===== config.mk =====
export PLATFORM = sky130hd
export DESIGN_NAME = seg_display_scan
export DESIGN_NICKNAME = d
export VERILOG_FILES = /design/src/rtl/seg_pkg.sv /design/src/rtl/bin2bcd8.sv /design/src/rtl/seg_display_scan.sv
export SDC_FILE = /design/constraint.sdc
export NUM_CORES = 1
export LEC_CHECK = 0
export ABC_AREA = 1
export BUFFER_PORTS_ARGS = -buffer_cell sky130_fd_sc_hd__buf_2
export CORE_MARGIN = 2
export CORE_UTILIZATION = 59
export DETAILED_ROUTE_END_ITERATION = 10
export PLACE_DENSITY = 0.8
export SYNTH_ARGS = -nofsm -noshare
export SYNTH_HDL_FRONTEND = slang
export SYNTH_SLANG_ARGS = --single-unit

===== constraint.sdc =====
create_clock -name clk -period 3.1 [get_ports clk]
set_clock_uncertainty 0.2 [all_clocks]
set_input_delay 0 -clock clk [delete_from_list [all_inputs] [get_ports clk]]
set_output_delay 0 -clock clk [all_outputs]
set_load 0.01 [all_outputs]

===== src/rtl/seg_pkg.sv =====
// Shared types and constants for the 7-segment scan path: BCD/segment types, converter states, nibble decode.
// Latency: none, pure definitions and a combinational decode function.
// Backpressure: not applicable.
package seg_pkg;

    typedef logic [3:0] bcd_t;
    typedef logic [6:0] seg_t;

    localparam seg_t SEG_BLANK = 7'h7F;
    localparam seg_t SEG_DASH  = 7'h3F;

    typedef enum logic [1:0] {IDLE, SHIFT, DONE} conv_state_t;

    // Active-low cathodes, bit 0 = segment a ... bit 6 = segment g.
    // Nibbles above 9 only appear while the time counter rolls over, so they show a dash.
    function automatic seg_t bcd_to_seg(input bcd_t bcd);
        seg_t seg;
        case (bcd)
            4'd0:    seg = 7'b1000000;
            4'd1:    seg = 7'b1111001;
            4'd2:    seg = 7'b0100100;
            4'd3:    seg = 7'b0110000;
            4'd4:    seg = 7'b0011001;
            4'd5:    seg = 7'b0010010;
            4'd6:    seg = 7'b0000010;
            4'd7:    seg = 7'b1111000;
            4'd8:    seg = 7'b0000000;
            4'd9:    seg = 7'b0010000;
            default: seg = SEG_DASH;
        endcase
        return seg;
    endfunction

endpackage


===== src/rtl/bin2bcd8.sv =====
// Sequential 8-bit binary to 3-digit BCD converter using double-dabble.
// Latency: start cycle, then 8 SHIFT cycles, then 1 DONE cycle; bcd is valid while done is high.
// Backpressure: none; a start while busy aborts the current conversion and restarts on the new value.
module bin2bcd8
    import seg_pkg::*;
(
    input  logic        clk,
    input  logic        reset,
    input  logic        start,
    input  logic [7:0]  bin,
    output logic        busy,
    output logic        done,
    output logic [11:0] bcd
);

    conv_state_t state, state_nxt;
    logic [19:0] sr;
    logic [19:0] sr_adj;
    logic [2:0]  bit_cnt;

    // Add 3 to every BCD nibble that is 5 or more, so the following shift carries correctly.
    always_comb begin
        sr_adj = sr;
        for (int n = 0; n < 3; n++) begin
            if (sr[8 + 4*n +: 4] >= 4'd5) begin
                sr_adj[8 + 4*n +: 4] = sr[8 + 4*n +: 4] + 4'd3;
            end
        end
    end

    always_comb begin
        state_nxt = state;
        case (state)
            IDLE:    state_nxt = IDLE;
            SHIFT:   if (bit_cnt == 3'd7) state_nxt = DONE;
            DONE:    state_nxt = IDLE;
            default: state_nxt = IDLE;
        endcase
        if (start) state_nxt = SHIFT;
    end

    always_ff @(posedge clk) begin
        if (!reset) begin
            state   <= IDLE;
            sr      <= '0;
            bit_cnt <= '0;
        end else begin
            state <= state_nxt;
            if (start) begin
                sr      <= {12'd0, bin};
                bit_cnt <= '0;
            end else if (state == SHIFT) begin
                sr      <= {sr_adj[18:0], 1'b0};
                bit_cnt <= bit_cnt + 3'd1;
            end
        end
    end

    assign busy = (state != IDLE);
    assign done = (state == DONE);
    assign bcd  = sr[19:8];

endmodule


===== src/rtl/seg_display_scan.sv =====
// Scans a 28-bit time/points word onto an 8-digit common-anode 7-seg display; optional SEG_LEADING_ZERO_BLANK_EN.
// Latency: outputs registered one cycle after slot counter/index; input snapshotted once per frame.
// Backpressure: none; digit_in is only sampled at the start of each frame.
module seg_display_scan
    import seg_pkg::*;
#(
    parameter int SCAN_DIV  = 65000,
    parameter int BLANK_CYC = 16,
    parameter int DP_POS    = 4
) (
    input  logic        clk,
    input  logic        reset,
    input  logic [27:0] digit_in,
    output logic [7:0]  an_out,
    output logic [6:0]  seg_out,
    output logic        dp_out
);

    localparam int CNT_W = $clog2(SCAN_DIV);

    logic [CNT_W-1:0] slot_cnt;
    logic [2:0]       idx;
    logic [19:0]      frame_time;
    logic [11:0]      pts_bcd;
    logic             slot_end;
    logic             snap;
    logic             conv_busy;
    logic             conv_done;
    logic [11:0]      conv_bcd;
    bcd_t             nib;
    logic             digit_blank;

    assign slot_end = (slot_cnt == CNT_W'(SCAN_DIV - 1));
    assign snap     = (slot_cnt == '0) && (idx == 3'd7);

    // idx wraps 0 -> 7 by natural 3-bit underflow.
    always_ff @(posedge clk) begin
        if (!reset) begin
            slot_cnt   <= '0;
            idx        <= 3'd7;
            frame_time <= '0;
            pts_bcd    <= '0;
        end else begin
            slot_cnt <= slot_end ? '0 : slot_cnt + 1'b1;
            if (slot_end) idx <= idx - 3'd1;
            if (snap) frame_time <= digit_in[27:8];
            if (conv_done) pts_bcd <= conv_bcd;
        end
    end

    bin2bcd8 u_conv (
        .clk   (clk),
        .reset (reset),
        .start (snap),
        .bin   (digit_in[7:0]),
        .busy  (conv_busy),
        .done  (conv_done),
        .bcd   (conv_bcd)
    );

    always_comb begin
        nib         = 4'd0;
        digit_blank = 1'b0;
        case (idx)
            3'd7:    nib = frame_time[19:16];
            3'd6:    nib = frame_time[15:12];
            3'd5:    nib = frame_time[11:8];
            3'd4:    nib = frame_time[7:4];
            3'd3:    nib = frame_time[3:0];
            3'd2:    nib = pts_bcd[11:8];
            3'd1:    nib = pts_bcd[7:4];
            default: nib = pts_bcd[3:0];
        endcase
`ifdef SEG_LEADING_ZERO_BLANK_EN
        case (idx)
            3'd7:    digit_blank = (frame_time[19:16] == 4'd0);
            3'd6:    digit_blank = (frame_time[19:12] == 8'd0);
            3'd5:    digit_blank = (frame_time[19:8] == 12'd0);
            3'd2:    digit_blank = (pts_bcd[11:8] == 4'd0);
            3'd1:    digit_blank = (pts_bcd[11:4] == 8'd0);
            default: digit_blank = 1'b0;
        endcase
`endif
        // Never show a half-converted points value.
        if (idx <= 3'd2 && conv_busy) digit_blank = 1'b1;
    end

    always_ff @(posedge clk) begin
        if (!reset || slot_cnt < CNT_W'(BLANK_CYC)) begin
            an_out  <= 8'hFF;
            seg_out <= SEG_BLANK;
            dp_out  <= 1'b1;
        end else begin
            an_out  <= ~(8'd1 << idx);
            seg_out <= digit_blank ? SEG_BLANK : bcd_to_seg(nib);
            dp_out  <= !(idx == 3'(DP_POS));
        end
    end

endmodule


Word-level counts from Yosys, hierarchy flattened

Memory sizes are Yosys's and may differ from the RTL's. A register that Yosys moved wholly into a read port is not among the register bits.
Index checks and enable logic that the tools add are counted.
Widths: inputs -> output; s select.

Bits in registers: 85
Bits in read-only memories: 112
Input port bits: 30
Output and inout bits: 16
Logic and storage cells: 61
Memories kept: 1

Add/subtract/negate cells: 6
$lt $le $gt $ge: 5
Eq/ne operators: 12
Shift operators: 1
Mux-type cells: 10
Bitwise operators: 3
Reduce and logical (&&, ||, !) cells: 12

Memory list:

| memory          | depth | bits a word | rd ports | clocked after memory_dff | write ports | RTL line      | RTL |
|---|---|---|---|---|---|---|---|
| (no name shown) | 16    | 7           | 1        | 1                        | 0           | seg_pkg.sv:18 | `case (bcd)` |

Operators by type and width:

| kind                  | count |
|---|---|
| $pmux 4 s7            | 1 |
| $add 16x1->16 const B | 1 |
| $eq 16x16->1 const B  | 1 |
| $logic_not 16->1      | 1 |
| $lt 16x5->1 const B   | 1 |
| $mux 8                | 2 |
| $eq 3x3->1 const B    | 5 |
| $ge 4x3->1 const B    | 3 |
| $add 4x2->4 const B   | 2 |
| $mux 4                | 2 |
| $not 8->8             | 1 |
| $shl 1x3->8 const A   | 1 |
| $eq 3x2->1 const B    | 2 |
| $reduce_or 2->1       | 3 |
| $mux 1                | 4 |
| $reduce_bool 2->1     | 2 |
| $add 3x1->3 const B   | 1 |
| $add 3x2->3 const B   | 1 |
| $eq 3x1->1 const B    | 1 |
| $le 3x2->1 const B    | 1 |
| $mux 3                | 1 |
| $ne 3x2->1 const B    | 1 |
| $reduce_or 3->1       | 1 |
| $sub 3x1->3 const B   | 1 |
| 6 further kinds       | 9 |

Depth between registers and ports, before layout

Gate-level depths: netlist of the first run.

Depth in word-level cells: 4
Mapped depth: 14
Gate-level depth less buffers: 14

Modules after synthesis

A second synthesis of the first run with hierarchy kept.

Cell total of the unflattened synthesis: 616
Area total of the unflattened synthesis: 4501.8 um^2

Modules (own cells, without submodules):

| module           | instances | cells an instance | area an instance (um^2) | seq. area each (um^2) |
|---|---|---|---|---|
| seg_display_scan | 1         | 419               | 3115.5                  | 1321.3 |
| bin2bcd8         | 1         | 197               | 1386.3                  | 500.5 |

Worst setup path before layout of the first run

No wires, ideal clock.

Path kind: reg2reg
Start: register idx[0]
End: register seg_out[3]
Library setup time: 0.058 ns
Arrival time: 1.748 ns
Required time: 2.842 ns
Path slack: 1.094 ns
Cell stages (with the launch flop): 15
Path buffers: 0
Clock period less this slack: 2.006 ns
Cell sequence: dfxtp_1 > inv_1 > ha_1 > inv_2 > nor2_1 > nand2_1 > nand2_1 > nor2_1 > nand3_2 > inv_2 > ha_1 > nand3b_1 > nand2_1 > nand2_1 > nand2_1

Cells in the longest elaborated chain, start to end: 4
Elaborated cells on any way between the ends: 12
Classes of those cells: order compare (1); eq/ne (7); mux (2); reduce/logical (2)

Ends and longest elaborated chain:

| element                   | RTL line               | RTL |
|---|---|---|
| start: declaration        | seg_display_scan.sv:22 | `logic [2:0] idx;` |
| start signal: assignment  | seg_display_scan.sv:45 | `if (slot_end) idx <= idx - 3'd1;` |
| $le 3x2->1                | seg_display_scan.sv:85 | `if (idx <= 3'd2 && conv_busy) digit_blank = 1'b1;` |
| $logic_and 1x1->1         | seg_display_scan.sv:85 |  |
| $mux 1                    | seg_display_scan.sv:85 |  |
| $reduce_or 2->1 (no line) | -                      |  |
| end: declaration          | seg_display_scan.sv:15 | `output logic [6:0] seg_out,` |

Several ways; a longest one is shown, not always the timed one.
A chain may end at the register's enable or synchronous reset.

Worst setup path after layout of the first run

Start: register idx[1]
End: register frame_time[2]

Cells in the longest elaborated chain, start to end: 2

Ends and longest elaborated chain:

| element                | RTL line               | RTL |
|---|---|---|
| $eq 3x3->1             | seg_display_scan.sv:34 | `assign snap = (slot_cnt == '0) && (idx == 3'd7);` |
| $logic_and 1x1->1      | seg_display_scan.sv:34 |  |
| end signal: assignment | seg_display_scan.sv:46 | `if (snap) frame_time <= digit_in[27:8];` |
| end: declaration       | seg_display_scan.sv:23 | `logic [19:0] frame_time;` |

Every way passes these cells.

==> results.yml, run 1 <==
status:
  status: "complete, no violations"
drt:
  drt-initial-drc-count: 259
  dr_total_vias: 3955
  drt-total-wl_um: 9720
  viasPerCell: 5.20
  wl_per_cell_um: 12.8
  first_pass_iters: 5
  route.detailed.drc: 0
  postRouteAntennaNets: 0
grt:
  gr-usage-met1_pct: 31.5
  grt_start_max_net_pins: 28
  antenna_found_initial: 0
  grt_pass1_vias: 3691
  grt_busiest_layer: "met2"
  use_met3_pct: 5.45
  met2_usage_pct: 43.8
  grt-ovfl-total: 0
  grt_usage_pct: 25.5
  grt_pass1_wl_um: 16000
clocking:
  clock_latency_ns: 0.36
  cts_setup_buffers: 0
  clk_pin_slew_ns: 0.09
  numCtsBuffers: 9
  cts_sinks: 91
  root_buffer: "clkbuf_8"
  htreeDepth: 3
  cts_tree: "done"
  cts_max_path_buffers: 2
final_layout:
  seq_area_mm2: 0.00182
  final_core_util_pct: 72.5
  insertedDiodeCount: 0
  multi_input_area_mm2: 0.00208
  drive_above_1_share_pct: 14.8
  syn_to_final_growth_pct: 20.9
  nFillCells: 567
  nets: 705
pwr:
  p_comb_share_pct: 12.9
  pwr-share-clk_pct: 38.5
  p_sw_share_pct: 25.5
  ir_drop_mv: 0.283
  switching_power_uw: 657
  power.internal_mw: 1.92
  p_per_area_mw_per_mm2: 497
  finalPower_mw: 2.57
  seqPwrFrac_pct: 48.6
  power_leakage_nw: 2.35
timing:
  layout_min_cycle_time_ns: 2.93
  fin_setup_tns_ns: 0
  tightest_slew_ns: 1.12
  hold_viol: 0
  drv_slew: 0
  fmax_mhz: 341
  setup-violations-final: 0
  finalCritPeriodShare_pct: 94.5
  slew_headroom_pct: 25.2
critical_path:
  start_kind: "register"
  end_kind: "register"
  crit_type: "reg -> reg"
  r2r_setup_slack_ns: 0.17
  critPathArrivalTime_ns: 2.97
  cp_data_required_time_ns: 3.14
  cp_max_fo: 27
floorplan:
  rows: 31
  fp.dieH_um: 89.2
  die_w_um: 89.2
  core-area_mm2: 0.00714
  dieArea_mm2: 0.00796
  io_pins: 46
  initial_core_util_pct: 60.0
flow_run:
  drv_cap: 0
logic_synthesis:
  yosys_register_bits: 91
  synth_edf_count: 0
  yosys-top-cells-count: "107 x nand2_1, 91 x dfxtp_1, 75 x nor2_1"
  syn_avg_cell_area_um2: 7.37
  synthCells: 581
  seq_area_frac_synth_pct: 42.5
  syn_area_mm2: 0.00428
  yosysTopAreaCell: "dfxtp_1"
  synth_cell_types: 39
  syn_nets: 629
  synth_most_common_cell: "nand2_1"
  synth_flop_cell: "dfxtp_1"
  synth_top_area_share_pct: 42.5
  ys_warn_count: 0
  synth.area.top_cells: "dfxtp_1 43%, nand2_1 9.4%, nor2_1 6.6%"
  async_flop_share_pct: 0
placement:
  dp_hpwl_um: 6340
  place_congestion: 0.938
  port_buffers: 45
hold_path:
  min_path_type: "in -> reg"
-- worst max-delay path, stage by stage, from the launching register on --
cell	delay, ns
dfxtp_1	0.41
ha_1	0.39
nand2_2	0.15
nor3_1	0.23
nand3_2	0.32
buf_4	0.35
nor2_1	0.13
nor2_1	0.06
dlygate4sd3_1	0.57
-- metrics by stage --
| step | hold slack, ns | area, um2 | setup slack (ns) | std cells |
|---|---|---|---|---|
| 2_1_floorplan | -0.0651 | 4280 | 1.09 | 581 |
| 3_3_place_gp | 0.0220 | 4520 | 0.656 | 705 |
| 3_5_place_dp | 0.0302 | 4520 | 0.525 | 705 |
| 4_1_cts | 0.210 | 5170 | 0.0418 | 761 |
| 5_1_grt | 0.264 | 5180 | -0.0126 | 761 |
| 6_report | 0.242 | 5180 | 0.171 | 761 |
-- logic make-up after synthesis --
kind of cell	share of synthesized area [%]
buffers and inverters	9.09
XOR/XNOR	2.45
AO/OA/AOI/OAI	11.9
AND/OR/NAND/NOR	28.7
adder cells (fa/ha/maj)	5.26
flip-flops	42.5
-- cells in the final DEF, fill, tap and decap left out, types with 6 or more instances in the layout --
cell type	instances
nand2_1	107
dfxtp_1	91
nor2_1	75
inv_1	55
nand3_1	54
buf_2	45
dlygate4sd3_1	40
a21oi_1	38
o21ai_1	24
o21ai_0	24
ha_1	18
inv_2	10
clkbuf_8	10
nand4_1	9
xor2_1	9
nor3_1	7
nand2_2	6
-- final timing paths --
check	from	end	cells after the start
min	digit_in[11]	frame_time[3]	4
max reg2reg	idx[1]	frame_time[2]	8
min reg2reg	frame_time[11]	frame_time[11]	2
max	idx[1]	frame_time[2]	8
-- per-layer routing --
layer | up-vias | part of all wire (%)
met3 | 23 | 4.8
met4 | 0 | 1.9
met1 | 1777 | 45
li1 | 2025 | -
met5 | - | 0
met2 | 130 | 48
-- power by group through the flow --
stage / clock (mW) / sequential [mW] / combinational (mW)
finish: 0.990 / 1.25 / 0.333
global route: 1.04 / 1.26 / 0.373
detailed placement: 0 / 1.28 / 0.272
CTS: 0.985 / 1.25 / 0.324
floorplan: 0 / 1.27 / 0.214
global placement: 0 / 1.28 / 0.261
-- sequential cells by signal, indices dropped and copies added, names as in the netlist --
signal,cells
an_out,7
dp_out,1
frame_time,20
idx,3
pts_bcd,12
seg_out,7
slot_cnt,16
u_conv.bit_cnt,3
u_conv.sr,20
u_conv.state,2
-- cell type report --
cell class | count | share of cell area [%]
Multi-Input combinational cell | 400 | 40.1
Clock inverter | 6 | 2.15
Timing Repair Buffer | 89 | 12.7
Inverter | 66 | 4.83
Clock buffer | 10 | 2.66
Sequential cell | 91 | 35.2
Tap cell | 99 | 2.39
-- what timing repair did --
action                                  CTS  global route
hold endpoints to repair                 29             0
endpoints found under the setup margin    0            11
gates resized for setup                   0             3
hold buffers                             40             0
(Power assumes the default switching activity.)
==> inputs of run 2 (changes only) <==
--- a/config.mk
+++ b/config.mk
@@ -5,7 +5,7 @@
 export SDC_FILE = /design/constraint.sdc
 export NUM_CORES = 1
 export LEC_CHECK = 0
-export ABC_AREA = 1
+export ABC_AREA = 0
 export BUFFER_PORTS_ARGS = -buffer_cell sky130_fd_sc_hd__buf_2
 export CORE_MARGIN = 2
 export CORE_UTILIZATION = 59
==> results.yml, run 2 <==
grt:
  grt_start_max_net_pins: 42
  grt_pass1_wl_um: 15300
  grt_pass1_vias: 3457
  antenna_found_initial: 0
  grt_usage_pct: 25.2
  grt-ovfl-total: 0
final_layout:
  insertedDiodeCount: 0
  drive_above_1_share_pct: 13.9
  nets: 605
  layout_commonest_cell: "nand2_1"
  top_regs: "frame_time (20), u_conv.sr (20), slot_cnt (16)"
  syn_to_final_growth_pct: 18.7
  final_cell_mix: "128 x nand2_1, 91 x dfxtp_1, 45 x buf_2, 33 x nor2_1, 31 x dlygate4sd3_1"
critical_path:
  worstSetupEndpoint: "frame_time[17]"
  r2r-end: "frame_time[17]"
  r2r.worst_path.cells: 7
  critPathArrivalTime_ns: 2.88
  crit_type: "reg -> reg"
  regToRegStartpoint: "idx[0]"
  cp_data_required_time_ns: 3.17
  r2r_setup_slack_ns: 0.28
  crit_path_start: "idx[0]"
  end_kind: "register"
  start_kind: "register"
  cp_max_fo: 21
clocking:
  clock_latency_ns: 0.37
  cts_setup_buffers: 0
  cts_resized: 0
  htreeDepth: 3
  numCtsBuffers: 9
  cts_max_path_buffers: 2
  ctsHoldBuffers: 31
  root_buffer: "clkbuf_8"
  cts_sinks: 91
  cts_tree: "done"
  clk_pin_slew_ns: 0.09
logic_synthesis:
  synth_edf_count: 0
  yosys-top-cells-count: "128 x nand2_1, 91 x dfxtp_1, 33 x nor2_1"
  ys_warn_count: 0
  async_flop_share_pct: 0
  yosysTopAreaCell: "dfxtp_1"
  synth_most_common_cell: "nand2_1"
  syn_nets: 538
  synth.area.top_cells: "dfxtp_1 44%, nand2_1 12%, ha_1 5.5%"
  synth_cell_types: 46
  seq_area_frac_synth_pct: 44.3
  syn_area_mm2: 0.00412
  synth_flop_cell: "dfxtp_1"
  synthCells: 490
  yosys_register_bits: 91
  syn_avg_cell_area_um2: 8.40
  synth_top_area_share_pct: 44.3
floorplan:
  core-area_mm2: 0.00676
  initial_core_util_pct: 60.9
  die_w_um: 87.5
  dieArea_mm2: 0.00766
  fp.dieH_um: 87.5
  io_pins: 46
  rows: 30
hold_path:
  min_path_type: "in -> reg"
timing:
  fin_setup_tns_ns: 0
  hold_viol: 0
  setup-violations-final: 0
  fmax_mhz: 355
  slew_headroom_pct: 39.9
  layout_min_cycle_time_ns: 2.82
  rsz0062_at_grt: "no"
  hold_ws_ns: 0.202
  finalCritPeriodShare_pct: 90.9
  drv_slew: 0
  tightest_slew_ns: 0.902
placement:
  place_congestion: 0.815
  port_buffers: 45
  dp_hpwl_um: 5800
drt:
  drt-total-wl_um: 9020
  dr_total_vias: 3478
  first_pass_iters: 4
  drt-initial-drc-count: 215
  route.detailed.drc: 0
  viasPerCell: 5.42
  wl_per_cell_um: 14.0
  postRouteAntennaNets: 0
flow_run:
  drv_cap: 0
status:
  status: "complete, no violations"
pwr:
  power_leakage_nw: 1.99
  ir_drop_mv: 0.285
  p_per_area_mw_per_mm2: 486
  finalPower_mw: 2.37
==> run 2: cell count changes in the layout (fill, tap and decap cells not counted), sizes merged, moves of 6 or more <==
cell	change
a21boi	+33
a21oi	-17
dlygate4sd3	-9
inv	-50
nand2	+16
nand2b	+10
nand3	-40
nor2	-47
o211a	+8
o21ai	-36
xnor2	+6
==> run 2: worst min path at each step <==
stage                 start             to  slack, ns  cells after the start
5_1_grt         digit_in[5]   u_conv.sr[5]       0.22                      3
2_1_floorplan   digit_in[8]  frame_time[0]      -0.07                      2
4_1_cts         digit_in[5]   u_conv.sr[5]       0.20                      3
6_report        digit_in[5]   u_conv.sr[5]       0.20                      3
3_3_place_gp   digit_in[13]  frame_time[5]       0.04                      3
3_5_place_dp    digit_in[5]   u_conv.sr[5]       0.04                      2
==> run 2: through the flow <==
step | utilization (%) | instance area, um2 | setup WS (ns) | std cells
floorplan | - | 4120 | 0.737 | 490
global placement | 64.6 | 4360 | 0.664 | 595
detailed placement | 64.6 | 4360 | 0.542 | 595
CTS | 72.3 | 4880 | 0.296 | 642
global route | 72.3 | 4880 | 0.149 | 642
finish | 72.3 | 4880 | 0.283 | 642
==> run 2: cell families (layout without fill, tap and decap cells) <==
kind of cell,Yosys count,after routing,synth area share (%)
buffers and inverters,42,114,4.59
and+or+nand+nor,216,216,23.2
AOI/OAI and AO/OA,101,101,17.8
xor gates and xnor gates,22,22,4.68
adders and majority gates,18,18,5.47
DFF,91,91,44.3
==> run 2: routing by layer <==
layer | routed length, um | up-vias | track usage [%]
met1 | 4050 | 1609 | 30.6
met4 | 182 | 0 | 10.6
met5 | 0 | - | 0
li1 | - | 1774 | -
met3 | 352 | 15 | 4.17
met2 | 4430 | 80 | 44.0
==> run 2: cell type report <==
type	instances	area (um2)
fill	493	1870
clock inverter	5	60.1
clock buffer	11	151
tap	80	100
sequential	91	1820
inverter	16	60.1
timing repair buffer	82	581
multi-input combinational	357	2110
==> run 2: critical path, cell delays in order (launching register included) <==
cell	delay [ns]
dfxtp_1	0.41
ha_1	0.50
nand2b_1	0.16
or4_1	0.48
buf_4	0.24
nand2_1	0.11
a21boi_1	0.06
dlygate4sd3_1	0.55
==> run 2: report_power, final <==
part / switching (mW) / internal, mW
Clock: 0.424 / 0.419
Combinational: 0.161 / 0.124
Sequential: 0.0316 / 1.21
Total: 0.617 / 1.76
